--- src/rtl/cp0_defs.sv ---
// cp0_defs: CP0 register numbers, exception type codes and field layout shared by
// the CP0 register file and the exception encoder.
package cp0_defs;
    localparam logic [4:0] CP0_BADVADDR = 5'd8;
    localparam logic [4:0] CP0_COUNT    = 5'd9;
    localparam logic [4:0] CP0_COMPARE  = 5'd11;
    localparam logic [4:0] CP0_STATUS   = 5'd12;
    localparam logic [4:0] CP0_CAUSE    = 5'd13;
    localparam logic [4:0] CP0_EPC      = 5'd14;
    localparam logic [31:0] EXC_INT  = 32'h0000_0001;
    localparam logic [31:0] EXC_ADEL = 32'h0000_0004;
    localparam logic [31:0] EXC_ADES = 32'h0000_0005;
    localparam logic [31:0] EXC_SYS  = 32'h0000_0008;
    localparam logic [31:0] EXC_BP   = 32'h0000_0009;
    localparam logic [31:0] EXC_RI   = 32'h0000_000A;
    localparam logic [31:0] EXC_OV   = 32'h0000_000C;
    localparam logic [31:0] EXC_ERET = 32'h0000_000E;
    localparam logic [31:0] STATUS_RESET = 32'h0040_0000;
    localparam logic [31:0] STATUS_WMASK = 32'h0000_FF03;
    localparam logic [31:0] CAUSE_WMASK  = 32'h0000_0300;
    localparam int STATUS_EXL = 1;
    localparam int CAUSE_BD   = 31;
    function automatic logic is_exception(input logic [31:0] t);
        return t inside {EXC_INT, EXC_ADEL, EXC_ADES, EXC_SYS, EXC_BP, EXC_RI, EXC_OV};
    endfunction
endpackage

--- src/rtl/cp0_timer.sv ---
// cp0_timer: Count/Compare pair; Count advances every second cycle and a match
// latches the timer interrupt until Compare is rewritten.
module cp0_timer
    import cp0_defs::*;
(
    input  logic        clk,
    input  logic        resetn,
    input  logic        count_we_i,
    input  logic        compare_we_i,
    input  logic [31:0] wdata_i,
    output logic [31:0] count_o,
    output logic [31:0] compare_o,
    output logic        timer_int_o
);
    logic [31:0] count_q, count_d, compare_q, compare_d;
    logic        toggle_q, timer_int_q, timer_int_d;

    always_comb begin
        count_d     = count_we_i ? wdata_i : count_q + {31'd0, toggle_q};
        compare_d   = compare_we_i ? wdata_i : compare_q;
        timer_int_d = compare_we_i ? 1'b0 : (count_q == compare_q) | timer_int_q;
    end

    always_ff @(posedge clk or negedge resetn) begin
        if (!resetn) begin
            count_q     <= '0;
            compare_q   <= '0;
            toggle_q    <= 1'b0;
            timer_int_q <= 1'b0;
        end else begin
            count_q     <= count_d;
            compare_q   <= compare_d;
            toggle_q    <= ~toggle_q;
            timer_int_q <= timer_int_d;
        end
    end

    assign count_o     = count_q;
    assign compare_o   = compare_q;
    assign timer_int_o = timer_int_q;
endmodule

--- src/rtl/cp0_regs.sv ---
// cp0_regs: MIPS CP0 register file (Status, Cause, EPC, BadVAddr plus timer) with
// mtc0/mfc0 access and exception/eret state updates.
module cp0_regs
    import cp0_defs::*;
(
    input  logic        clk,
    input  logic        resetn,
    input  logic        we_i,
    input  logic [4:0]  waddr_i,
    input  logic [31:0] wdata_i,
    input  logic [4:0]  raddr_i,
    input  logic [5:0]  int_i,
    input  logic [31:0] excepttype_i,
    input  logic [31:0] pc_i,
    input  logic        is_in_delayslot_i,
    input  logic [31:0] bad_addr_i,
    output logic [31:0] rdata_o,
    output logic [31:0] status_o,
    output logic [31:0] cause_o,
    output logic [31:0] epc_o,
    output logic [31:0] badvaddr_o,
    output logic [31:0] count_o,
    output logic [31:0] compare_o,
    output logic        timer_int_o
);
    logic [31:0] status_q, status_d, cause_q, cause_d, epc_q, epc_d, badvaddr_q, badvaddr_d;
    logic        take_exc;

    cp0_timer u_timer (
        .clk          (clk),
        .resetn       (resetn),
        .count_we_i   (we_i && waddr_i == CP0_COUNT),
        .compare_we_i (we_i && waddr_i == CP0_COMPARE),
        .wdata_i      (wdata_i),
        .count_o      (count_o),
        .compare_o    (compare_o),
        .timer_int_o  (timer_int_o)
    );

    assign take_exc = is_exception(excepttype_i);

    // mtc0 is applied first so exception/eret updates override only the fields they own
    always_comb begin
        status_d   = (we_i && waddr_i == CP0_STATUS) ? (status_q & ~STATUS_WMASK) | (wdata_i & STATUS_WMASK) : status_q;
        cause_d    = (we_i && waddr_i == CP0_CAUSE) ? (cause_q & ~CAUSE_WMASK) | (wdata_i & CAUSE_WMASK) : cause_q;
        epc_d      = (we_i && waddr_i == CP0_EPC) ? wdata_i : epc_q;
        badvaddr_d = badvaddr_q;
        cause_d[15:10] = {int_i[5] | timer_int_o, int_i[4:0]};
        if (take_exc) begin
            cause_d[6:2]         = (excepttype_i == EXC_INT) ? 5'd0 : excepttype_i[4:0];
            status_d[STATUS_EXL] = 1'b1;
            if (!status_q[STATUS_EXL]) begin
                epc_d             = is_in_delayslot_i ? pc_i - 32'd4 : pc_i;
                cause_d[CAUSE_BD] = is_in_delayslot_i;
            end
            if (excepttype_i == EXC_ADEL || excepttype_i == EXC_ADES) badvaddr_d = bad_addr_i;
        end else if (excepttype_i == EXC_ERET) begin
            status_d[STATUS_EXL] = 1'b0;
        end
    end

    always_ff @(posedge clk or negedge resetn) begin
        if (!resetn) begin
            status_q   <= STATUS_RESET;
            cause_q    <= '0;
            epc_q      <= '0;
            badvaddr_q <= '0;
        end else begin
            status_q   <= status_d;
            cause_q    <= cause_d;
            epc_q      <= epc_d;
            badvaddr_q <= badvaddr_d;
        end
    end

    assign rdata_o = (raddr_i == CP0_BADVADDR) ? badvaddr_q :
                     (raddr_i == CP0_COUNT)    ? count_o    :
                     (raddr_i == CP0_COMPARE)  ? compare_o  :
                     (raddr_i == CP0_STATUS)   ? status_q   :
                     (raddr_i == CP0_CAUSE)    ? cause_q    :
                     (raddr_i == CP0_EPC)      ? epc_q      : 32'd0;

    assign status_o   = status_q;
    assign cause_o    = cause_q;
    assign epc_o      = epc_q;
    assign badvaddr_o = badvaddr_q;
endmodule

--- config.mk ---
export PLATFORM = sky130hd
export DESIGN_NAME = cp0_regs
export DESIGN_NICKNAME = d
export VERILOG_FILES = /design/src/rtl/cp0_defs.sv /design/src/rtl/cp0_timer.sv /design/src/rtl/cp0_regs.sv
export SDC_FILE = /design/constraint.sdc
export NUM_CORES = 1
export LEC_CHECK = 0
export CAP_MARGIN = 20
export CORE_MARGIN = 5
export CORE_UTILIZATION = 35
export DETAILED_ROUTE_END_ITERATION = 8
export DONT_BUFFER_PORTS = 1
export GPL_ROUTABILITY_DRIVEN = 0
export PLACE_DENSITY_LB_ADDON = 0.3
export SYNTH_ARGS = -nofsm -noshare
export SYNTH_HDL_FRONTEND = slang
export SYNTH_SLANG_ARGS = --single-unit
--- constraint.sdc ---
create_clock -name clk -period 3.9 [get_ports clk]
set_input_delay 0.585 -clock clk [delete_from_list [all_inputs] [get_ports clk]]
set_output_delay 0.585 -clock clk [all_outputs]
set_load 0.01 [all_outputs]
# After elaboration in Yosys (flattened, before gate mapping)
# Index checks and enable logic that the tools add are counted.
[totals]
reg_bits = 194
latchBits = 0
mem_bits_rw = 0
mem_bits_ro = 0
in_bits = 148
output_inout_bits = 225
word_cells = 68
n_memories = 0
[op_classes]
addsub = 2
mul = 0
div_mod_pow = 0
n_lt_le_gt_ge = 0
eq_ne = 20
shifts = 0
n_mux = 20
n_bitwise = 5
n_reduce_logical = 10
[ops]
columns = ["op", "count"]
rows = [
  ["32-bit 2-to-1 mux", 12],
  ["32-bit by 4-bit == test with 1-bit output (second input constant)", 5],
  ["32-bit by 3-bit == test with 1-bit output (second input constant)", 2],
  ["5-bit by 4-bit == test with 1-bit output (second input constant)", 11],
  ["32-bit by 1-bit adder with 32-bit output", 1],
  ["32-bit by 1-bit == test with 1-bit output (second input constant)", 1],
  ["32-bit == test", 1],
  ["32-bit by 10-bit bitwise OR with 32-bit output", 1],
  ["32-bit by 16-bit bitwise OR with 32-bit output", 1],
  ["32-bit by 3-bit subtractor with 32-bit output (second input constant)", 1],
  ["5-bit 2-to-1 mux", 2],
  ["7-bit nonzero test", 1],
  ["1-bit logical AND", 5],
  ["1-bit 2-to-1 mux", 5],
  ["3-bit nonzero test", 1],
  ["2-bit 2-to-1 mux", 1],
  ["1-bit bitwise OR", 2],
  ["2-bit AND reduction", 1],
  ["2-bit nonzero test", 1],
  ["1-bit logical OR", 1],
  ["1-bit NOT", 1],
]

# Depth between registers and ports, before layout
# Gate-level depths: netlist of the first run.
[logic_depth]
word_depth = 7
ltp_mapped = 8

# Cells and area by module
# Synthesis of the first run repeated with hierarchy kept, for this count alone.
[unflattened]
cells_unflattened = 897
hier_area_um2 = 9069.9
[by_module_without_submodules]
columns = ["mod", "instances", "cells_each", "area_each_um2", "seq_area_each_um2"]
rows = [
  ["cp0_regs", 1, 589, 5647.9, 2202.1],
  ["cp0_timer", 1, 308, 3422.0, 1651.6],
]

# Worst setup path before layout of the first run
# Ideal clock, no wire load.
[synth_path]
path_kind = "input-to-output"
startpoint = "in raddr_i[0]"
endpoint = "out rdata_o[26]"
arrival_time_ns = 2.198
t_required_ns = 3.315
setup_slack_ns = 1.117
cell_stages = 6
cell_sequence = "buf_1 -> nor3_1 -> clkbuf_1 -> clkbuf_1 -> a22oi_1 -> a21oi_1"
[synth_between]
elab_chain_cells = 7
word_cells_on_any_way = 12
classes_between = "eq/ne (6); mux (6)"
[synth_rtl]
columns = ["element", "line", "source"]
rows = [
  ["start, declared", "cp0_regs.sv:11", "input logic [4:0] raddr_i,"],
  ["5-bit by 4-bit == test with 1-bit output", "cp0_regs.sv:81", "(raddr_i == CP0_EPC) ? epc_q : 32'd0;"],
  ["32-bit 2-to-1 mux", "cp0_regs.sv:81", ""],
  ["32-bit 2-to-1 mux", "cp0_regs.sv:80", "(raddr_i == CP0_CAUSE) ? cause_q :"],
  ["32-bit 2-to-1 mux", "cp0_regs.sv:79", "(raddr_i == CP0_STATUS) ? status_q :"],
  ["32-bit 2-to-1 mux", "cp0_regs.sv:78", "(raddr_i == CP0_COMPARE) ? compare_o :"],
  ["32-bit 2-to-1 mux", "cp0_regs.sv:77", "(raddr_i == CP0_COUNT) ? count_o :"],
  ["32-bit 2-to-1 mux (*)", "cp0_regs.sv:76", "assign rdata_o = (raddr_i == CP0_BADVADDR) ? badvaddr_q :"],
  ["end, declared", "cp0_regs.sv:17", "output logic [31:0] rdata_o,"],
]
# Mark *: on every way between the ends. The rest lies on a longest branch, timed or not.

# Worst setup path in the final report of the first run
[layout_path]
startpoint = "in raddr_i[0]"
endpoint = "out rdata_o[10]"
# The elaborated chain is that of the path after synthesis.

==> summary.md, run 1 <==
| Metric | Value |
|---|---|
| WL/cell | `27.75 um` |
| Final WL | `~34 mm` |
| CP delay by family, top | `compound AO/OA/AOI/OAI gates` |
| Die W | `170.2 um` |
| Startpoint Class | `primary input` |
| CTS sink count | `roughly 150` |
| Worst-Skew Late Latency | `0.42 ns` |
| Final period util | `72.79%` |
| Kind of critical path | `primary input to output pin` |
| Setup WS pre-CTS | `1.124 ns` |
| Worst EP arrival | `~2.3 ns` |
| Initial antenna violation count | `0` |
| Postcts setup bufs | `0` |
| Synth area leaders | `dfrtp_1 (43%), mux2_2 (13%), xnor2_1 (6.4%), a21oi_1 (3.9%), nor2_1 (3.6%)` |
| Antenna Cells | `0` |
| Syn_area_per_cell | `9.983 sq um` |
| CP endpoint kind | `output pin` |
| Seq/Total Area, Yosys | `42.89%` |
| Hold Path Class | `primary input to asynchronous set/reset pin` |
| Cell area after synthesis | `0.008985 sq mm` |
| Ys async rst share | `100.0%` |
| DIE HEIGHT | `approximately 170 um` |
| Max_cap viols | `0` |
| Most frequent cells in the layout | `dfrtp_1 (154), mux2_2 (101), nor2_1 (84)` |
| Post-detail-place hpwl | `26.67 mm` |
| I/O pin count | `373` |
| Crit Path Max Fanout | `21` |
| Setup Skew | `0.01006 ns` |
| Post-Syn Instances | `900` |
| Final ANT Viol Nets | `0` |
| Final worst slack | `1.061 ns` |
| GRT Total Usage | `22.33%` |
| Finish-stage setup viols | `0` |
| Area of the die | `between 0.02 and 0.03 sq mm` |
| Top cell type by total area after synthesis | `dfrtp_1` |
| Fin. max-slew vios | `0` |
| Synth cell types | `59` |
| Leak | `0.004003 uW` |
| Status | `finished with violations` |
| RSZ-0062 raised after global routing | `no` |
| Main flop type after synthesis | `dfrtp_1` |
| WP data required | `3.31 ns` |
| Final min period | `2.839 ns` |
| Number of global-route vias before repair | `6717` |
| Worst Hold Margin | `-0.1536 ns` |
| Setup TNS Final | `0 ns` |
| CTS tree | `done` |
| Routed via count | `7041` |
| Post-synthesis register bit count | `154` |
| Share of cells above drive strength 1 | `18.34%` |
| Hold Fails Final Rpt | `154` |
| Measured slew at the worst slew-check pin | `0.9287 ns` |
| Failing checks | `negative hold slack` |
| Max-slew headroom | `a little under two fifths` |
| CP Cell Sequence | `inv_1, nor4_2, buf_4, a22oi_1, a211oi_1, o22a_1` |
| Root Driver | `clkbuf_16` |
| Commonest non-fill, non-tap cell in the layout | `dfrtp_1` |
| Slowest stage delay, CP | `0.47 ns` |
| Final Core Density | `38.80%` |
| Pwr dens | `around 540 mW/mm^2` |
| Yosys top cell area share | `42.89%` |
| Crit-path slowest cell | `a211oi_1` |
| Core area | `0.02525 sq mm` |
| Worst Path Buf+Inv | `2` |
| Final #Nets | `1028` |
| H-Tree Depth | `4` |
| DRC Markers | `0` |
| Starting DRT DRC Count | `621` |
| Ys Warns | `0` |
| EDFF count, synth | `0` |
| Total grt overflow | `0` |
| IO Port Bufs | `0` |
| Clk buf depth | `2` |
| CTS Buf Count | `17` |
| Num rows | `between 50 and 60` |
| Pin count of the biggest net entering global routing | `155` |
| Clk pin slew, worst setup/hold paths | `0.07 ns` |
| Via density per instance | `5.776` |
| Max Clk Rate | `352.3 MHz` |
| Synth-to-layout area growth | `9.052%` |
| VDD IR max | `0.2489 mV` |
| Global-route wire length before repair | `47.87 mm` |
| Starting Density | `35.58%` |
| DR pass1 iterations | `7` |
==> cell families after synthesis <==
logic type / after synthesis / synth area share [%]
buf+inv: 107 / 6.225
xor+xnor: 89 / 8.676
flops: 154 / 42.89
simple gates: 251 / 14.86
mux: 121 / 14.90
other cells: 2 / 0.08358
fa+ha+maj: 3 / 0.4178
compound gates: 173 / 11.95
==> cells in the mapped netlist, drive strengths merged (2+ instances only) <==
cell / n
a211oi: 6
a21o: 2
a21oi: 71
a221o: 7
a222oi: 3
a22oi: 25
a31oi: 5
and2: 2
and3: 6
and4: 3
buf: 51
clkbuf: 41
conb: 2
dfrtp: 154
ha: 3
inv: 15
mux2: 102
mux2i: 19
nand2: 43
nand3: 15
nand3b: 2
nand4: 25
nand4b: 3
nor2: 85
nor3: 16
nor3b: 4
nor4: 20
nor4b: 6
o211ai: 2
o21a: 2
o21ai: 30
o22a: 7
o22ai: 7
or2: 6
or3: 7
or4: 5
xnor2: 66
xor2: 23
==> state kept, by name, indices dropped and copies added, names as in the netlist <==
register,flops
status_o,10
u_timer.toggle_q,1
u_timer.timer_int_o,1
epc_o,32
u_timer.compare_o,32
cause_o,14
badvaddr_o,32
u_timer.count_o,32
==> area by class of cell <==
class                   instances  area (sq um)
repair buffers                 12         115.1
clock inverters                 9         147.6
well taps                     330         412.9
fillers                      2530         15460
clock buffers                  22         444.2
multi-input cells             677          4768
inverters                      15         56.30
flip-flops and latches        154          3854
==> where the power goes <==
group	switching, uW	internal [uW]	leakage [uW]
clock network	667	1060	0.000288
registers	753	1880	0.00193
logic	447	477	0.00178
total	1870	3420	0.00400
==> worst paths after layout <==
path | start | endpoint | slack, ns | depth (start not counted)
worst max-delay path | raddr_i[0] | rdata_o[10] | 1.06 | 6
worst min-delay path | resetn | cause_o[2] | -0.15 | 0
worst max register to register | u_timer.count_o[0] | u_timer.count_o[29] | 1.55 | 6
worst min register to register | u_timer.toggle_q | u_timer.toggle_q | 0.45 | 1
max in group asynchronous | resetn | badvaddr_o[10] | 3.82 | 0
min in group clk | int_i[4] | cause_o[14] | 0.19 | 0
==> per-stage QoR <==
stage	power, uW	instance area [sq um]	std cells	hold WS, ns
6_report	5284	9798	1219	-0.1536
5_1_grt	5510	9798	1219	-0.1750
4_1_cts	5306	9778	1218	-0.1659
3_5_place_dp	3570	9186	1187	0.2924
3_3_place_gp	3551	9186	1187	0.2928
2_1_floorplan	3162	9128	938	0.2894
==> what timing repair did <==
action,CTS,global route
endpoints found under the setup margin,0,0
endpoints found under the hold margin,154,154
gates resized for setup,0,0
==> routing by layer <==
layer	track usage, %	share of wire (%)	vias to the layer above
met1	29.78	41	3499
li1	-	-	3122
met2	33.80	45	381
met4	5.556	2.2	0
met3	9.315	12	39
met5	0	0	-
No activity file was read; power rests on OpenSTA's default activity.
==> inputs of run 2 (changes only) <==
==> constraint.sdc (replaced) <==
create_clock -name clk -period 2.4 [get_ports clk]
set_input_delay 0.36 -clock clk [delete_from_list [all_inputs] [get_ports clk]]
set_output_delay 0.36 -clock clk [all_outputs]
set_load 0.01 [all_outputs]
==> run 2 against run 1 <==
  * The run still ends with negative hold slack left
  * Global-route usage down 0.20 points
  * Setup slack worse by 0.96 ns
  * Cell count up 4.7%
  * Hold slack worse by 0.23 ns
  * Die area unchanged
  * Critical path type unchanged
  * Critical endpoint is now rdata_o[15]
  * Largest cell class unchanged
==> summary.md, run 2 (same netlist as run 1, synthesis figures left out) <==
| Metric | Value |
|---|---|
| Synth-to-layout area growth | `13.55% (was 9.052%)` |
| Die W | `170.2 um (unchanged)` |
| Total grt overflow | `0 (unchanged)` |
| Final ANT Viol Nets | `0 (unchanged)` |
| DRC Markers | `0 (unchanged)` |
| H-Tree Depth | `4 (unchanged)` |
| Measured slew at the worst slew-check pin | `0.6748 ns (was 0.9287 ns)` |
| FF-to-FF Start | `u_timer.count_o[8] (was u_timer.count_o[0])` |
| Num rows | `58 (unchanged)` |
| Pwr dens | `831.5 mW/mm^2 (was 539.3 mW/mm^2)` |
| Root Driver | `clkbuf_16 (unchanged)` |
| RSZ-0062 raised after global routing | `no (unchanged)` |
| Pin count of the biggest net entering global routing | `155 (unchanged)` |
| Startpoint Class | `primary input (unchanged)` |
| Combinational share of power | `22.2% (was 17.5%)` |
| Cell Int Power | `5327 uW (was 3418 uW)` |
| I/O pin count | `373 (unchanged)` |
| Worst Hold Margin | `-0.3808 ns (was -0.1536 ns)` |
| Global-route wire length before repair | `47.91 mm (was 47.87 mm)` |
| Final min period | `~2.3 ns` |
| Status | `finished with violations (unchanged)` |
| CTS sink count | `154 (unchanged)` |
| FILL cells | `2522 (was 2530)` |
| Clk pin slew, worst setup/hold paths | `0.07 ns (about the same)` |
| Core area | `0.02525 sq mm (unchanged)` |
| Hold Fails Final Rpt | `154 (unchanged)` |
| Initial antenna violation count | `0 (unchanged)` |
| Sw Share | `37.21% (was 35.33%)` |
| Worst-Skew Late Latency | `0.43 ns (was 0.42 ns)` |
| Max_cap viols | `0 (unchanged)` |
| Failing checks | `negative hold slack (unchanged)` |
| Max Clk Rate | `around 440 MHz` |
| NetSw | `3156 uW (was 1867 uW)` |
| Number of global-route vias before repair | `6908 (was 6717)` |
| Crit Path Max Fanout | `9 (was 21)` |
| Hold-fix buffers, CTS | `5` |
| Setup TNS Final | `0 ns (unchanged)` |
| CTS tree | `done (unchanged)` |
| Via density per instance | `5.641 (was 5.776)` |
| Leak | `0.004254 uW (was 0.004003 uW)` |
| Starting DRT DRC Count | `602 (was 621)` |
| Post-detail-place hpwl | `26.74 mm (was 26.67 mm)` |
| Setup Skew | `0.01024 ns (was 0.01006 ns)` |
| VDD IR max | `0.4591 mV (was 0.2489 mV)` |
| Max-slew headroom | `54.85% (was 37.75%)` |
| Clk buf depth | `2 (unchanged)` |
| DR pass1 iterations | `7 (unchanged)` |
| Slowest stage delay, CP | `0.49 ns (was 0.47 ns)` |
| Fin. max-slew vios | `0 (unchanged)` |
| Sequential power share | `47.4% (was 49.8%)` |
| Final #Nets | `1083 (was 1028)` |
| CTS Buf Count | `17 (unchanged)` |
| Most frequent cells in the layout | `dfrtp_1 (154), mux2_2 (101), nor2_1 (84) (unchanged)` |
| Hold Path Class | `primary input to asynchronous set/reset pin (unchanged)` |
| WP data required | `2.04 ns (was 3.31 ns)` |
| Flop-to-flop setup slack | `0.36 ns (was 1.55 ns)` |
| IO Port Bufs | `0 (unchanged)` |
| Worst EP arrival | `1.93 ns (was 2.25 ns)` |
| Most frequent CP cell | `buf_4` |
| Final period util | `95.57%` |
| WL/cell | `26.22 um (was 27.75 um)` |
| Commonest non-fill, non-tap cell in the layout | `dfrtp_1 (unchanged)` |
| Kind of critical path | `primary input to output pin (unchanged)` |
| DIE HEIGHT | `170.2 um (unchanged)` |
| Worst r2r path cells | `6 (unchanged)` |
| Crit-path slowest cell | `a311oi_1 (was a211oi_1)` |
| Routed via count | `7198 (was 7041)` |
| Finish-stage setup viols | `0 (unchanged)` |
| Starting Density | `35.58% (unchanged)` |
| Share of cells above drive strength 1 | `23.49% (was 18.34%)` |
| CP Cell Sequence | `nand2b_1, nor3_2, buf_4, nand2_1, a311oi_1, buf_4, o22a_1 (was inv_1, nor4_2, buf_4, a22oi_1, a211oi_1, o22a_1)` |
| Clock power share | `30.4% (was 32.8%)` |
| Worst r2r dst | `u_timer.count_o[29] (unchanged)` |
| CP endpoint kind | `output pin (unchanged)` |
| Area of the die | `0.02897 sq mm (unchanged)` |
| Final WL | `33.45 mm (was 33.83 mm)` |
| GRT Total Usage | `22.13% (was 22.33%)` |
run 2: cell count changes in the layout (fill, tap and decap cells not counted), sizes merged, moves of 2 or more:
cell         before  now
buf              12   62
inv              15   21
clkbuf           22   18
clkinvlp          1    3
bufinv            4    0
dlygate4sd3       0    5
run 2: cell type report:
class,instances,area (sq um),share of cell area [%]
inverters,15,56.30,0.5519
well taps,330,412.9,4.047
multi-input cells,677,4783,46.88
repair buffers,67,540.5,5.298
clock inverters,14,113.9,1.116
clock buffers,18,439.2,4.305
flip-flops and latches,154,3854,37.77
diodes,1,2.502,0.02453
run 2: worst max path at each step:
stage	end	start
3_3_place_gp	rdata_o[12]	raddr_i[4]
3_5_place_dp	rdata_o[12]	raddr_i[4]
5_1_grt	rdata_o[15]	raddr_i[4]
2_1_floorplan	rdata_o[26]	raddr_i[0]
4_1_cts	rdata_o[12]	raddr_i[4]
6_report	rdata_o[15]	raddr_i[4]
run 2: repair_timing:
item,CTS,global route
gates resized for setup,0,3
setup endpoints to repair,0,3
buffers inserted,0,0
hold endpoints to repair,159,154
run 2: metrics by stage:
step                      instances  area (sq um)  power, uW  worst slack [ns]  util (%)
after floorplan                 938          9128       5138           0.06749         -
after global placement         1238          9582       5888           0.06768     37.94
after detailed placement       1238          9582       5932           0.06320     37.94
after CTS                      1275         10180       8543           0.05510     40.33
after global routing           1275         10200       8893           0.02641     40.39
final                          1276         10200       8483            0.1063     40.40
run 2: power groups by stage:
stage	combinational (uW)	clock, uW	sequential [uW]
2_1_floorplan	1350	0	3790
3_3_place_gp	1820	0	4070
3_5_place_dp	1850	0	4080
4_1_cts	1870	2650	4030
5_1_grt	2040	2760	4100
6_report	1880	2580	4020
run 2: critical path, delay by kind of cell:
kind                   cells  cell delay (ns)
AO/OA/AOI/OAI              2             0.68
buffers and inverters      2             0.40
AND/OR/NAND/NOR            3             0.49
run 2: routing by layer:
| layer | share of wire, % | vias to the layer above | global-route usage, % |
|---|---|---|---|
| met5 | 0 | - | 0 |
| met4 | 1.4 | 0 | 4.340 |
| met3 | 10 | 29 | 7.503 |
| met2 | 46 | 401 | 34.82 |
| met1 | 42 | 3534 | 29.97 |
| li1 | - | 3234 | - |
==> inputs of run 3 (changes only) <==
--- a/config.mk
+++ b/config.mk
@@ -12,6 +12,7 @@
 export DONT_BUFFER_PORTS = 1
 export GPL_ROUTABILITY_DRIVEN = 0
 export PLACE_DENSITY_LB_ADDON = 0.3
+export REMOVE_ABC_BUFFERS = 1
 export SYNTH_ARGS = -nofsm -noshare
 export SYNTH_HDL_FRONTEND = slang
 export SYNTH_SLANG_ARGS = --single-unit
==> run 3 against run 2 <==
  * Core utilization about the same
  * Clock-buffer cell count up 4
  * Via count down 0.74%
  * Die area unchanged
  * Critical path type is now flop to flop
  * Global-route usage up 0.083 points
  * Non-clock buffer count down 8
  * Routed wire length up 0.91%
  * Critical endpoint is now u_timer.count_o[16]
  * Clock power up 5%
  * Flip-flop and latch count unchanged
  * The flow still finishes with violations (negative hold slack)
==> summary.md, run 3 (same netlist as run 1, synthesis figures left out) <==
| Metric | Value |
|---|---|
| Root Driver | `clkbuf_16 (unchanged)` |
| Final ANT Viol Nets | `0 (unchanged)` |
| Setup WS pre-CTS | `0.05225 ns (was 0.06320 ns)` |
| Share of cells above drive strength 1 | `22.31% (was 23.49%)` |
| CP endpoint kind | `flop (was output pin)` |
| Starting DRT DRC Count | `506 (was 602)` |
| Via density per instance | `5.639 (was 5.641)` |
| CP Cell Sequence | `ha_1, ha_1, nand4_1, nor3_1, buf_4, nand3_1, xor2_1, a21oi_1 (was nand2b_1, nor3_2, buf_4, nand2_1, a311oi_1, buf_4, o22a_1)` |
| Final period util | `88.93% (was 95.57%)` |
| Max Clk Rate | `468.5 MHz (was 436.0 MHz)` |
| DR pass1 iterations | `5 (was 7)` |
| Pwr dens | `842.4 mW/mm^2 (was 831.5 mW/mm^2)` |
| Initial antenna violation count | `0 (unchanged)` |
| Post-route insts no fill | `1267 (was 1276)` |
| Core area | `0.02525 sq mm (unchanged)` |
| Clk buf depth | `2 (unchanged)` |
| WP data required | `2.67 ns (was 2.04 ns)` |
| Commonest non-fill, non-tap cell in the layout | `dfrtp_1 (unchanged)` |
| Starting Density | `35.58% (unchanged)` |
| Synth-to-layout area growth | `13.47% (was 13.55%)` |
| RSZ-0062 raised after global routing | `no (unchanged)` |
| Area of the multi-input gates | `0.004771 sq mm (was 0.004783 sq mm)` |
| DIE HEIGHT | `170.2 um (unchanged)` |
| Antenna Cells | `0 (was 1)` |
| Crit-path slowest cell | `dfrtp_1 (was a311oi_1)` |
| Hold Path Class | `primary input to asynchronous set/reset pin (unchanged)` |
| Final worst slack | `0.2656 ns (was 0.1063 ns)` |
| Setup TNS Final | `0 ns (unchanged)` |
| Final WL | `33.76 mm (was 33.45 mm)` |
| Die W | `170.2 um (unchanged)` |
| Finish-stage setup viols | `0 (unchanged)` |
| Max-slew headroom | `54.52% (was 54.85%)` |
| Number of global-route vias before repair | `7012 (was 6908)` |
| Max_cap viols | `0 (unchanged)` |
| Design Power | `8588 uW (was 8483 uW)` |
| Worst-Skew Late Latency | `0.42 ns (was 0.43 ns)` |
| CTS tree | `done (unchanged)` |
| Placed cells | `1230 (was 1238)` |
| Setup Skew | `0.01147 ns (was 0.01024 ns)` |
| Final #Nets | `1075 (was 1083)` |
| Startpoint Class | `flop (was primary input)` |
| I/O pin count | `373 (unchanged)` |
| CTS sink count | `154 (unchanged)` |
| VDD IR max | `0.3627 mV (was 0.4591 mV)` |
| Failing checks | `negative hold slack (unchanged)` |
| Slowest stage delay, CP | `0.47 ns (was 0.49 ns)` |
| Postcts setup bufs | `0 (unchanged)` |
| DRC Markers | `0 (unchanged)` |
| Hold-fix buffers, CTS | `5 (unchanged)` |
| Leak | `0.004225 uW (was 0.004254 uW)` |
| Hold Fails Final Rpt | `154 (unchanged)` |
| Final min period | `2.134 ns (was 2.294 ns)` |
| Pin count of the biggest net entering global routing | `155 (unchanged)` |
| Fin. max-slew vios | `0 (unchanged)` |
| CP delay by family, top | `simple AND/OR/NAND/NOR gates (was compound AO/OA/AOI/OAI gates)` |
| Routed via count | `7145 (was 7198)` |
| H-Tree Depth | `4 (unchanged)` |
| GRT Total Usage | `22.21% (was 22.13%)` |
| Num rows | `58 (unchanged)` |
| Measured slew at the worst slew-check pin | `0.6822 ns (was 0.6748 ns)` |
| Most frequent cells in the layout | `dfrtp_1 (154), mux2_2 (101), nor2_1 (83) (was dfrtp_1 (154), mux2_2 (101), nor2_1 (84))` |
| CTS Buf Count | `17 (unchanged)` |
| Area of the die | `0.02897 sq mm (unchanged)` |
| Crit Path Max Fanout | `4 (was 9)` |
| Global-route wire length before repair | `47.80 mm (was 47.91 mm)` |
| FILL cells | `2474 (was 2522)` |
| Worst EP arrival | `2.40 ns (was 1.93 ns)` |
| Storage cell area | `0.003854 sq mm (unchanged)` |
| Post-detail-place hpwl | `25.47 mm (was 26.74 mm)` |
| Kind of critical path | `flop to flop (was primary input to output pin)` |
| Total grt overflow | `0 (unchanged)` |
| Status | `finished with violations (unchanged)` |
| Clk pin slew, worst setup/hold paths | `0.06 ns (was 0.07 ns)` |
| Worst Hold Margin | `-0.3595 ns (was -0.3808 ns)` |
| WL/cell | `26.64 um (was 26.22 um)` |
| IO Port Bufs | `0 (unchanged)` |
| Most frequent CP cell | `ha_1 (was buf_4)` |
| Worst Path Buf+Inv | `1 (was 2)` |
-- run 3: cell count changes in the layout (fill, tap and decap cells not counted), sizes merged --
cell    change
clkbuf      +4
buf         -8
inv         -6
diode       -1
bufinv      +2
-- run 3: path summary, 6_finish.rpt --
kind	startpoint	endpoint	slack, ns	depth (start not counted)
min reg2reg	u_timer.toggle_q	u_timer.toggle_q	0.44	1
max	u_timer.count_o[0]	u_timer.count_o[16]	0.27	8
min in group clk	excepttype_i[3]	cause_o[5]	0.05	1
max in group asynchronous	resetn	epc_o[6]	2.56	0
max reg2reg	u_timer.count_o[0]	u_timer.count_o[16]	0.27	8
min	resetn	badvaddr_o[18]	-0.36	0
-- run 3: cell type report --
type	instances	area share, %
clock inverter	10	1.166
sequential	154	37.80
multi-input combinational	677	46.80
tap	330	4.050
inverter	15	0.5523
timing repair buffer	59	5.081
clock buffer	22	4.553
-- run 3: what timing repair did --
item / 4_1_cts / 5_1_grt
endpoints found under the hold margin: 159 / 154
endpoints found under the setup margin: 0 / 1
resized for setup: 0 / 1
-- run 3: routing by layer --
| metal | global-route usage [%] | share of wire (%) | vias up |
|---|---|---|---|
| li1 | - | - | 3212 |
| met1 | 27.75 | 39 | 3554 |
| met2 | 37.29 | 50 | 352 |
| met3 | 7.340 | 9.3 | 27 |
| met4 | 5.417 | 1.5 | 0 |
| met5 | 0 | 0 | - |
-- run 3: power by group --
part	switching [uW]	internal [uW]
logic	978	880
registers	953	3050
clock network	1130	1590
-- run 3: worst reg2reg max path, stage by stage (launching register included) --
cell and delay (ns):
dfrtp_1 0.47, ha_1 0.22, ha_1 0.22, nand4_1 0.25
nor3_1 0.29, buf_4 0.18, nand3_1 0.10, xor2_1 0.17
a21oi_1 0.08
-- run 3: metrics by stage --
stage | cell area (sq um) | utilization, %
6_report | 10190 | 40.37
5_1_grt | 10190 | 40.37
4_1_cts | 10190 | 40.36
3_5_place_dp | 9559 | 37.85
3_3_place_gp | 9559 | 37.85
2_1_floorplan | 8625 | -
